File: config.mk
export PLATFORM = sky130hd
export DESIGN_NAME = mem_access_unit
export DESIGN_NICKNAME = d
export VERILOG_FILES = /design/src/rtl/mem_access_unit.sv
export SDC_FILE = /design/constraint.sdc
export NUM_CORES = 1
export LEC_CHECK = 0
export ABC_AREA = 1
export BUFFER_PORTS_ARGS = -buffer_cell sky130_fd_sc_hd__buf_2
export CELL_PAD_IN_SITES_DETAIL_PLACEMENT = 1
export CELL_PAD_IN_SITES_GLOBAL_PLACEMENT = 2
export CORE_ASPECT_RATIO = 2
export CORE_MARGIN = 5
export CORE_UTILIZATION = 26
export DETAILED_ROUTE_END_ITERATION = 6
export PLACE_DENSITY = 0.87
export SYNTH_ARGS = -nofsm -noshare
export SYNTH_HDL_FRONTEND = slang
export SYNTH_SLANG_ARGS = --single-unit
File: constraint.sdc
create_clock -name i_clock -period 1.79 [get_ports i_clock]
set_input_delay 0.4475 -clock i_clock [delete_from_list [all_inputs] [get_ports i_clock]]
set_output_delay 0.4475 -clock i_clock [all_outputs]
set_load 0.01 [all_outputs]
File: src/rtl/mem_access_unit.sv
// Load/store sequencer between a pipeline and a byte-addressed data memory.
// Checks alignment, drives one memory access per request and extends load data.
module mem_access_unit #(
  parameter int NB_ADDR      = 7,
  parameter int NB_DATA      = 32,
  parameter int READ_LATENCY = 1
) (
  input  logic               i_clock,
  input  logic               i_reset_n,
  input  logic               i_req_valid,
  output logic               o_req_ready,
  input  logic               i_req_write,
  input  logic [1:0]         i_req_size,
  input  logic               i_req_unsigned,
  input  logic [NB_ADDR-1:0] i_req_addr,
  input  logic [NB_DATA-1:0] i_req_wdata,
  output logic               o_resp_valid,
  output logic [NB_DATA-1:0] o_resp_rdata,
  output logic               o_misaligned,
  output logic               o_stall,
  output logic               o_mem_write_flag,
  output logic               o_mem_read_flag,
  output logic               o_word_enable,
  output logic               o_halfword_enable,
  output logic               o_byte_enable,
  output logic [NB_ADDR-1:0] o_mem_addr,
  output logic [NB_DATA-1:0] o_mem_wdata,
  input  logic [NB_DATA-1:0] i_mem_rdata
);

  typedef enum logic [1:0] {IDLE, WRITE, READ, RESP} state_t;

  typedef struct packed {
    logic       write;
    logic [1:0] size;
    logic       uns;
  } req_t;

  state_t state, state_nxt;
  req_t   req_q, req_d;
  logic [1:0] cnt, cnt_d;

  logic               wf_d, rf_d, rv_d, mis_d;
  logic [2:0]         en_d, req_en;
  logic [NB_DATA-1:0] rdata_d, rdata_ext;
  logic [NB_ADDR-1:0] addr_d;
  logic [NB_DATA-1:0] wdata_d;
  logic               accept, req_mis, sgn;

  assign accept  = i_req_valid && (state == IDLE);
  assign req_mis = (i_req_size == 2'b11) ||
                   (i_req_size == 2'b01 && i_req_addr[0]) ||
                   (i_req_size == 2'b10 && i_req_addr[1:0] != 2'b00);

  // {word, halfword, byte} one-hot enable for a legal size
  always_comb begin
    req_en = 3'b000;
    case (i_req_size)
      2'b00:   req_en = 3'b001;
      2'b01:   req_en = 3'b010;
      2'b10:   req_en = 3'b100;
      default: req_en = 3'b000;
    endcase
  end

  always_comb begin
    sgn       = 1'b0;
    rdata_ext = i_mem_rdata;
    case (req_q.size)
      2'b00: begin
        sgn       = ~req_q.uns & i_mem_rdata[7];
        rdata_ext = {{(NB_DATA-8){sgn}}, i_mem_rdata[7:0]};
      end
      2'b01: begin
        sgn       = ~req_q.uns & i_mem_rdata[15];
        rdata_ext = {{(NB_DATA-16){sgn}}, i_mem_rdata[15:0]};
      end
      default: rdata_ext = i_mem_rdata;
    endcase
  end

  always_ff @(posedge i_clock or negedge i_reset_n) begin
    if (!i_reset_n) state <= IDLE;
    else            state <= state_nxt;
  end

  always_comb begin
    state_nxt = state;
    case (state)
      IDLE:  if (accept) state_nxt = req_mis ? RESP : (i_req_write ? WRITE : READ);
      WRITE: state_nxt = RESP;
      READ:  if (cnt == 2'd0) state_nxt = RESP;
      RESP:  state_nxt = IDLE;
      default: state_nxt = IDLE;
    endcase
  end

  // Next values of the registered outputs; the read flag stays up while cnt counts down
  always_comb begin
    wf_d    = 1'b0;
    rf_d    = 1'b0;
    en_d    = 3'b000;
    rv_d    = 1'b0;
    mis_d   = 1'b0;
    rdata_d = '0;
    cnt_d   = cnt;
    req_d   = req_q;
    addr_d  = o_mem_addr;
    wdata_d = o_mem_wdata;
    case (state)
      IDLE: if (accept) begin
        req_d   = '{write: i_req_write, size: i_req_size, uns: i_req_unsigned};
        addr_d  = i_req_addr;
        wdata_d = i_req_wdata;
        if (req_mis) begin
          rv_d  = 1'b1;
          mis_d = 1'b1;
        end else if (i_req_write) begin
          wf_d = 1'b1;
          en_d = req_en;
        end else begin
          rf_d  = 1'b1;
          en_d  = req_en;
          cnt_d = 2'(READ_LATENCY - 1);
        end
      end
      WRITE: rv_d = 1'b1;
      READ: begin
        if (cnt == 2'd0) begin
          rv_d    = 1'b1;
          rdata_d = rdata_ext;
        end else begin
          rf_d  = 1'b1;
          en_d  = {o_word_enable, o_halfword_enable, o_byte_enable};
          cnt_d = cnt - 2'd1;
        end
      end
      default: ;
    endcase
  end

  always_ff @(posedge i_clock or negedge i_reset_n) begin
    if (!i_reset_n) begin
      req_q             <= '0;
      cnt               <= 2'd0;
      o_mem_write_flag  <= 1'b0;
      o_mem_read_flag   <= 1'b0;
      o_word_enable     <= 1'b0;
      o_halfword_enable <= 1'b0;
      o_byte_enable     <= 1'b0;
      o_resp_valid      <= 1'b0;
      o_misaligned      <= 1'b0;
      o_resp_rdata      <= '0;
      o_mem_addr        <= '0;
      o_mem_wdata       <= '0;
    end else begin
      req_q             <= req_d;
      cnt               <= cnt_d;
      o_mem_write_flag  <= wf_d;
      o_mem_read_flag   <= rf_d;
      o_word_enable     <= en_d[2];
      o_halfword_enable <= en_d[1];
      o_byte_enable     <= en_d[0];
      o_resp_valid      <= rv_d;
      o_misaligned      <= mis_d;
      o_resp_rdata      <= rdata_d;
      o_mem_addr        <= addr_d;
      o_mem_wdata       <= wdata_d;
    end
  end

  assign o_req_ready = (state == IDLE);
  assign o_stall     = (state != IDLE);

endmodule

=== Yosys cells after proc, flatten, opt, wreduce, memory -nomap -nowiden ===
Index checks and enable logic that the tools add are counted.

* Register bits: 85

* Add/sub/neg operators: 1
* Equal/unequal tests: 12
* Mux-type cells: 32
* Bitwise operators: 3
* Reductions and logical operators: 15

{| class="wikitable"
|+ Operators by type and width
! kind !! number
|-
| 32-bit two-way mux || 2
|-
| 32-bit one-hot mux with 2 select lines || 1
|-
| 2-bit two-way mux || 8
|-
| 1-bit two-way mux || 12
|-
| 3-bit two-way mux || 3
|-
| 3-bit one-hot mux with 3 select lines || 1
|-
| 2-bit == test (second input constant) || 4
|-
| 2-bit zero test || 4
|-
| 2-bit != test (second input constant) || 4
|-
| 2-bit one-hot mux with 4 select lines || 1
|-
| 2-bit by 1-bit == test with 1-bit output (second input constant) || 3
|-
| 3-bit one-hot mux with 2 select lines || 1
|-
| 2-bit nonzero test || 3
|-
| 5-bit AND reduction || 1
|-
| 2-bit one-hot mux with 2 select lines || 1
|-
| 2-bit AND reduction || 2
|-
| 1-bit logical AND || 3
|-
| 1-bit one-hot mux with 3 select lines || 1
|-
| 1-bit AND || 2
|-
| 1-bit logical OR || 2
|-
| 2-bit by 1-bit != test with 1-bit output (second input constant) || 1
|-
| 1-bit one-hot mux with 2 select lines || 1
|-
| 2-bit by 1-bit subtractor with 2-bit output (second input constant) || 1
|-
| 1-bit inverter || 1
|}

=== Depth between registers and ports, before layout ===
Gate-level depths: netlist (run 1).

* Depth after elaboration: 7
* Depth in mapped cells: 9
* Mapped depth without buffers: 9

=== Worst setup path after synthesis (run 1) ===
No wires, ideal clock.

* Kind: reg-to-reg
* From: register state[0]
* To: register state[0]
* Arrival: 1.260 ns
* Required time: 1.663 ns
* Path slack: 0.403 ns
* Cell stages (with the launch flop): 10
* Period minus slack after synthesis: 1.387 ns
* Cell sequence: dfrtp_1 inv_1 ha_1 inv_2 nor2_1 inv_1 nand2_1 inv_1 nor2_1 a21oi_1

* Cells in the longest elaborated chain, start to end: 4

{| class="wikitable"
|+ Ends and longest elaborated chain
! what !! RTL line !! text
|-
| start, declared || 39 || <nowiki>state_t state, state_nxt;</nowiki>
|-
| start signal, assigned || 84 || <nowiki>else state <= state_nxt;</nowiki>
|-
| 2-bit zero test * || -- ||
|-
| via o_req_ready || 11 || <nowiki>output logic o_req_ready,</nowiki>
|-
| 1-bit logical AND || 50 || <nowiki>assign accept = i_req_valid && (state == IDLE);</nowiki>
|-
| 2-bit by 1-bit != test with 1-bit output (no source line) || -- ||
|-
| 2-bit AND reduction (no source line) || -- ||
|}

Mark *: on every way through the listed nets, which the timed path passes. The rest lies on a longest branch.
A chain may end at the register's enable or synchronous reset.

=== Worst setup path in the final report (run 1) ===
* From: register state[1]
* To: output port o_stall

* Cells in the longest elaborated chain, start to end: 1

{| class="wikitable"
|+ Ends and longest elaborated chain
! what !! RTL line !! text
|-
| 2-bit nonzero test || 173 || <nowiki>assign o_stall = (state != IDLE);</nowiki>
|-
| end, declared || 20 || <nowiki>output logic o_stall,</nowiki>
|}

Every way passes these cells.

==> results of run 1 <==
[where the power goes]
part / switching (mW) / internal [mW]
Combinational: 1.86 / 1.10
Clock: 0.760 / 1.17
Sequential: 0.327 / 2.64
[cell usage in the layout (no fill, tap or decap), drive strengths merged]
cell | synthesis | final
clkbuf | 3 | 12
clkinv | 0 | 1
nand4 | 1 | 1
or2 | 1 | 1
inv | 25 | 26
o21ai | 8 | 8
diode | 0 | 2
buf | 9 | 165
a21oi | 12 | 12
clkinvlp | 0 | 1
dlygate4sd3 | 0 | 1
nor2 | 51 | 51
nand3 | 7 | 7
nand2 | 148 | 148
bufinv | 0 | 1
dfrtp | 85 | 85
ha | 6 | 6
o31ai | 1 | 1
[final timing paths]
path / from / endpoint
max in group asynchronous: i_reset_n / o_mem_wdata[22]
max reg2reg: state[0] / state[0]
min in group asynchronous: i_reset_n / o_resp_rdata[15]
min reg2reg: o_mem_wdata[0] / o_mem_wdata[0]
max: state[1] / o_stall
min: i_req_wdata[30] / o_mem_wdata[30]
[through the flow]
stage / worst slack [ps] / utilization (%) / hold slack (ps)
6_report: 97.7 / 36.4 / 309
5_1_grt: 7.23 / 36.4 / 300
4_1_cts: 12.5 / 36.3 / 295
3_5_place_dp: 149 / 33.8 / 363
3_3_place_gp: 221 / 33.8 / 356
2_1_floorplan: 403 / - / 152
[worst max-delay path: stages (launching register included)]
cell and delay, ps:
dfrtp_1 410, inv_1 150, ha_4 180, inv_2 40, buf_2 130
[metal layers]
metal  routed length (um)  global-route usage, %  vias up  share of wire (%)
li1                     -                      -     1410                  -
met1                 3290                   12.7     1434                 31
met2                 6540                   27.6       87                 61
met3                  455                   3.15       23                4.2
met4                  433                   8.30        0                4.0
met5                    0                      0        -                  0
[state kept, by name (all words and copies together), names as in the netlist]
register	cells
o_resp_valid	1
req_q	3
o_misaligned	1
o_byte_enable	1
o_mem_addr	7
o_resp_rdata	32
cnt	2
o_mem_read_flag	1
o_mem_wdata	32
state	2
o_mem_write_flag	1
o_word_enable	1
o_halfword_enable	1
[layout make-up]
type / instances / area (um^2)
diodes: 2 / 5.00
clock buffers: 12 / 256
clock inverters: 4 / 55.1
fillers: 1572 / 8210
inverters: 25 / 96.3
multi-input cells: 235 / 1090
flip-flops and latches: 85 / 2130
well taps: 152 / 190
repair buffers: 166 / 883
[logic make-up after synthesis]
kind of cell    Yosys count
compound gates           21
buf+inv                  37
flops                    85
fa+ha+maj                 6
simple gates            208
[repair_timing]
item | CTS | global route
endpoints found under the hold margin | 4 | 0
gates resized for setup | 1 | 3
hold buffers | 1 | 0
buffers inserted | 0 | 0
endpoints found under the setup margin | 2 | 2
pin swaps | 0 | 0
==> impl_results.md, run 1 <==
* Synth Area per Inst at 9.47 um^2
* Most common cell in the netlist: nand2_1
* Post-route cell area at 4710 um^2
* Kind of critical path: register to output port
* CTS Buffer Depth at 2
* Crit Path Max Fanout at 5
* Pre-antenna DRT Iters at 4
* Total CTS buffers at 9
* Pleak at 2.74 nW
* Setup TNS Final at 0 ps
* Synth unique cells at 24
* Vias in the first global route at approximately 3300
* Die width at 90.6 um
* CP endpoint kind: output port
* Post-synthesis sequential area ratio at 62.9%
* CTS Root Cell: clkbuf_16
* Flip-flop and latch count after synthesis at 85
* Largest net degree at the start of global routing at 52
* Worst slew pin tran at 333 ps
* Area Overhead vs Synth at 39.2%
* Cell Rows at a little under 60
* Total die area at 15500 um^2
* Top post-synthesis cells by area: dfrtp_1, nand2_1, nor2_1
* Congestion Overflow GR at 0
* Worst-path clk slew at 70 ps
* Unrepaired setup endpoints after global routing: no
* Largest family of logic cells by synthesized area: simple AND/OR/NAND/NOR gates
* Dpl hpwl at around 8500 um
* Slew HR at slightly below 80%
* Pwr dens at ~1700 nW/um^2
* Post-synth EDFFs at 0
* Layout cells sized above 1 at 39.7%
* Worst skew pair latency at 330 ps
* VDD IR-drop max at approximately 0.00062 V
* Worst clock skew at around 9.4 ps
* Yosys top cell area share at between 60% and 70%
* Iteration-0 DRC Markers at 62
* R2R depth at 9
* Maxcap violations at 0
* Top cells by count, synth: nand2_1, dfrtp_1, nor2_1, inv_1, a21oi_1
* Status: completed
* Num Clock Sinks at between 80 and 90
* PortBufs at 157
* Hold Crit Depth at 3
* Global-route wire length before repair at between 15000 and 20000 um
* WP data arrival at 1240 ps
* Slew Limit Fails at 0
* Gpl congestion at 0.767
* Placed instance area at 4360 um^2
* Area share of and/or/nand/nor cells after synthesis at 26.2%
* Achievable clock frequency at a little under 600 MHz
* Compound-cell area share of the yosys netlist at 3.40%
* Initial antenna violation count at 2
* Ys async rst share at 100%
* DR WL/cell at 15.7 um
* Die height at 171 um
* Hold Path Class: input port to register
* DR vias/cell at between 4 and 5
* Starting density of the core at 26.2%
* Crit path required time at 1340 ps
* Residual DRC count at 0
* Post-Synth Adder-Cell Area at 2.22%
* Final wirelength at between 10000 and 15000 um
* Synth Area in XOR/XNOR at 0%
* Syn nets at ~440
* Non-Filler Instances at 681
* Crit start category: register
* Final-stage net count at about 610
* Tcrit/Tclk final at about 95%
* Ports at 158
* Internal reg-to-reg setup slack at 290 ps
* CTS H-tree lvls at 3
* Cell Area, Synth at 3380 um^2
* Min cycle time layout at 1690 ps
* Vias at 2954
* CTS tree: done
* Pwr Total at 7.85 mW
* Number of warning messages in the yosys log at 0
* Post-synthesis mux area share at 0%
* GRT Resource Usage Total at 14.0%
* Final hold vios at 0
* Synth area leader: dfrtp_1
* Setup violators final at 0
* Routed Antenna Nets at 0
* Core area at around 13000 um^2
* Placed cells at 662
* Predominant post-synthesis flop cell: dfrtp_1
* Mapped Cells at 357
Power figures use the tool's default switching activity.
==> inputs of run 2 (changes only) <==
- BUFFER_PORTS_ARGS: -buffer_cell sky130_fd_sc_hd__buf_2 -> unset
- CORE_UTILIZATION: 26 -> 35
- DONT_BUFFER_PORTS: unset -> 1
- PLACE_DENSITY: 0.87 -> unset
- PLACE_DENSITY_LB_ADDON: unset -> 0.25
- SKIP_LAST_GASP: unset -> 1
==> impl_results.md, run 2 (synthesis results as in run 1) <==
* Die height at 149 um
* Worst slew pin tran at 299 ps
* Vias at 2325
* Pre-antenna DRT Iters at 4
* CTS tree: done
* Congestion Overflow GR at 0
* Post-cts sizing count at 0
* Maxcap violations at 0
* Layout cells sized above 1 at 13.6%
* Unrepaired setup endpoints after global routing: no
* Net Sw Power at 2.69 mW
* PortBufs at 0
* Die width at 79.5 um
* Buf/Inv on CP at 2
* Hold slack at -194 ps
* Vias in the first global route at about 2500
* Area Overhead vs Synth at 12.9%
* Iteration-0 DRC Markers at 69
* Status: finished, violations left
* Achievable clock frequency at 587 MHz
* Most frequent cells in the layout: nand2_1, dfrtp_1, nor2_1
* Slew HR at between 80 and 90%
* CP endpoint kind: output port
* Core area at 9380 um^2
* CP max stage delay at just over 400 ps
* Ports at roughly 160
* CTS Root Cell: clkbuf_16
* Combinational share of power at a little under a quarter
* Worst skew pair latency at ~330 ps
* DR vias/cell at a little under 5
* VDD IR-drop max at 0.000759 V
* Clk network pwr share at roughly 28%
* Worst clock skew at 5.90 ps
* Reg power frac at roughly half
* Critical-path cell list: inv_1 -> ha_1 -> buf_4
* Initial antenna violation count at 0
* WP data arrival at 1250 ps
* Most common cell after layout, fill and taps aside: nand2_1
* Final-stage net count at 447
* Fillers at 1071
* Num Clock Sinks at 85
* Switching part of the total at a little under two fifths
* Cell Rows at 50
* DP Worst Slack at 183 ps
* Crit start category: register
* Internal power at 4.46 mW
* Residual DRC count at 0
* Total CTS buffers at 9
* Setup repair bufs after CTS at 0
* Setup TNS Final at 0 ps
* Final wirelength at 9310 um
* GRT Resource Usage Total at roughly 16%
* Setup violators final at 0
* CP top delay family: flip-flops
* Min cycle time layout at 1700 ps
* CTS Buffer Depth at 2
* Global-route wire length before repair at 13900 um
* Worst-path clk slew at 60 ps
* Routed Antenna Nets at 0
* DR WL/cell at 19.7 um
* Registers with the most flip-flops: o_mem_wdata (32), o_resp_rdata (32), o_mem_addr (7)
* Largest net degree at the start of global routing at 86
* Starting density of the core at 36.0%
* Total die area at 11800 um^2
* CTS H-tree lvls at 3
* Cell count along the critical path at 3
* Pleak at roughly 2.0 nW
* Failing checks: negative hold slack
* Tcrit/Tclk final at 95.1%
* PnR worst setup slack at approximately 90 ps
* Pwr dens at 1870 nW/um^2
* N_diodes at 0
* Crit path required time at 1340 ps
* Slew Limit Fails at 0
* Kind of critical path: register to output port
* Final hold vios at 85
* Max stage delay cell, worst path: dfrtp_1
* Dpl hpwl at 7050 um
* Crit Path Max Fanout at 4
* Gpl congestion at 0.754
* R2R depth at 9
* Hold Path Class: input port to asynchronous set/reset pin
-- run 2: cell count changes in the layout (fill, tap and decap cells not counted), sizes merged --
cell | previous run | this run
inv | 26 | 27
clkbuf | 12 | 9
clkinvlp | 1 | 2
buf | 165 | 7
bufinv | 1 | 2
dlygate4sd3 | 1 | 0
diode | 2 | 0
-- run 2: metal layers --
layer | global-route usage, % | vias up | part of all wire (%)
met4 | 7.14 | 0 | 3.0
li1 | - | 1099 | -
met3 | 5.68 | 17 | 8.1
met1 | 14.6 | 1118 | 30
met5 | 0 | - | 0
met2 | 29.9 | 91 | 58
-- run 2: area by class of cell --
class / count / area, um^2 / area share (%)
Inverter: 25 / 96.3 / 2.52
Clock inverter: 7 / 97.6 / 2.56
Multi-Input combinational cell: 235 / 1070 / 28.2
Sequential cell: 85 / 2130 / 55.7
Clock buffer: 9 / 225 / 5.90
Timing Repair Buffer: 7 / 65.1 / 1.70
Tap cell: 104 / 130 / 3.41
-- run 2: path summary, 6_finish.rpt --
path / to / startpoint / slack [ps]
worst min register to register: cnt[1] / cnt[1] / 480
min in group i_clock: o_resp_rdata[2] / i_mem_rdata[2] / 220
worst max-delay path: o_req_ready / state[0] / 90
max in group asynchronous: o_misaligned / i_reset_n / 1840
worst min-delay path: o_mem_wdata[21] / i_reset_n / -190
worst max register to register: state[0] / state[0] / 190
-- run 2: through the flow --
step	hold WS (ps)	std cells	total power [mW]	utilization [%]	instance area, um^2
floorplan	152	357	4.69	-	3380
finish	-194	472	7.14	40.7	3820
detailed placement	154	456	5.28	37.2	3490
CTS	-214	472	7.32	40.7	3820
global placement	154	456	5.18	37.2	3490
global route	-213	472	7.63	40.7	3820
-- run 2: power groups by stage --
stage | sequential [mW] | clock (mW) | combinational (mW)
finish | 3.47 | 1.98 | 1.70
global route | 3.54 | 2.13 | 1.97
CTS | 3.51 | 2.06 | 1.76
detailed placement | 3.53 | 0 | 1.75
global placement | 3.51 | 0 | 1.67
floorplan | 3.30 | 0 | 1.40
==> inputs of run 3 (changes only) <==
- CELL_PAD_IN_SITES_DETAIL_PLACEMENT: 1 -> 0
- CELL_PAD_IN_SITES_GLOBAL_PLACEMENT: 2 -> 1
- CORE_UTILIZATION: 35 -> 45
==> impl_results.md, run 3 (synthesis results as in run 1) <==
* GRT Resource Usage Total at 17.1%
* Min cycle time layout at 1680 ps
* Core Util, Final at 51.7%
* Gpl congestion at 0.813
* Achievable clock frequency at 596 MHz
* Net Sw Power at around 2.6 mW
* Crit start category: register
* DP Worst Slack at 264 ps
* Total CTS buffers at 9
* CP max stage delay at around 400 ps
* Area Overhead vs Synth at 12.1%
* DR vias/cell at 4.91
* Combinational share of power at 24.4%
* Setup TNS Final at 0 ps
* CTS Root Cell: clkbuf_16
* Die height at 133 um
* Met2 Usage GRT at roughly 30%
* Ports at 158
* GR met3 Demand/Resource at 6.76%
* Pwr dens at 1830 nW/um^2
* Crit Path Max Fanout at 4
* Routed Antenna Nets at 0
* Setup violators final at 0
* Switching part of the total at 37.2%
* Crit path required time at 1340 ps
* Slew HR at 79.1%
* Num Clock Sinks at 85
* Reg power frac at 49.4%
* Registers with the most flip-flops: o_mem_wdata (32), o_resp_rdata (32), o_mem_addr (7)
* WP data arrival at 1230 ps
* Final hold vios at 85
* Die width at roughly 70 um
* Cell Rows at 44
* Kind of critical path: register to output port
* Pwr Total at ~7 mW
* Pre-antenna DRT Iters at 4
* Post-route cell area at approximately 3800 um^2
* PnR worst setup slack at 113 ps
* Most frequent cells in the layout: nand2_1, dfrtp_1, nor2_1
* N_diodes at 0
* CTS Buffer Depth at 2
* CP endpoint kind: output port
* VDD IR-drop max at 0.000877 V
* Total die area at 9450 um^2
* Clk network pwr share at 26.2%
* Most common cell after layout, fill and taps aside: nand2_1
* Final wirelength at 7790 um
* Worst slew pin tran at 313 ps
* Max stage delay cell, worst path: dfrtp_1
* Maxcap violations at 0
* Residual DRC count at 0
* Vias at about 2300
* Global-route wire length before repair at 12400 um
* Status: finished, violations left
* Internal power at around 4.4 mW
* Congestion Overflow GR at 0
* Critical-path cell list: inv_2 -> ha_2 -> buf_4 -> inv_2
* CTS tree: done
* Placed cells at roughly 440
* CP top delay family: flip-flops
* Placed instance area at 3480 um^2
* Hold slack at -189 ps
* CP most frequent cell: inv_2
* Worst-path clk slew at 60 ps
* Hold Path Class: input port to asynchronous set/reset pin
* Non-Filler Instances at 459
* Worst clock skew at ~7 ps
* Vias in the first global route at 2364
* Gr busiest metal: met2
* DR WL/cell at 17.0 um
* Unrepaired setup endpoints after global routing: no
* Slew Limit Fails at 0
* Dpl hpwl at 5760 um
* Core area at 7320 um^2
* Failing checks: negative hold slack
* PortBufs at 0
* Final-stage net count at about 450
* Worst skew pair latency at 320 ps
* Layout cells sized above 1 at between 10% and 20%
* Met1 usage at 17.9%
* Initial antenna violation count at 0
* Largest net degree at the start of global routing at 86
* Pleak at ~2.0 nW
* Starting density of the core at 46.2%
* Tcrit/Tclk final at 93.7%
* Iteration-0 DRC Markers at 96
* CTS H-tree lvls at 3
* Buf/Inv on CP at 3
[run 3: cell count changes in the layout (fill, tap and decap cells not counted), sizes merged]
cell	change
clkinv	+2
clkbuf	+2
inv	-2
clkinvlp	-1
bufinv	-1
buf	-1
[run 3: final timing paths]
| kind | startpoint | end | slack, ps | depth (start not counted) |
|---|---|---|---|---|
| max | state[0] | o_stall | 110 | 4 |
| min | i_reset_n | o_mem_wdata[14] | -190 | 0 |
| max reg2reg | state[0] | state[0] | 310 | 10 |
| min reg2reg | cnt[1] | cnt[1] | 470 | 2 |
| max in group asynchronous | i_reset_n | o_resp_rdata[28] | 1860 | 0 |
| min in group i_clock | i_mem_rdata[2] | o_resp_rdata[2] | 220 | 2 |
[run 3: worst reg2reg max path, cell delays in order (launching register included)]
cell and delay [ps]:
dfrtp_1 420, inv_2 90, ha_2 190, buf_4 150, inv_2 60, nor2_1 130, inv_1 50, nand2_1 90
inv_1 60, nor2_1 80, a21oi_1 50
[run 3: layout make-up]
class,instances,area [um^2]
fillers,714,3530
clock buffers,11,243
repair buffers,6,70.1
inverters,25,96.3
multi-input cells,235,1080
well taps,92,115
clock inverters,5,60.1
flip-flops and latches,85,2130
[run 3: routing by layer]
metal  share of wire, %  vias up
met2                 55       97
li1                   -     1095
met3                9.0        9
met5                  0        -
met4                1.5        0
met1                 34     1051
[run 3: power groups by stage]
stage / Clock [mW] / Sequential (mW) / Combinational [mW]
floorplan: 0 / 3.30 / 1.40
global placement: 0 / 3.48 / 1.64
detailed placement: 0 / 3.49 / 1.69
CTS: 1.88 / 3.46 / 1.71
global route: 1.98 / 3.51 / 1.97
finish: 1.82 / 3.44 / 1.69
[run 3: timing repair]
| item | in CTS | in global routing |
|---|---|---|
| endpoints found under the setup margin | 0 | 1 |
| setup buffers | 0 | 1 |
| resized for setup | 0 | 3 |
| endpoints found under the hold margin | 85 | 85 |
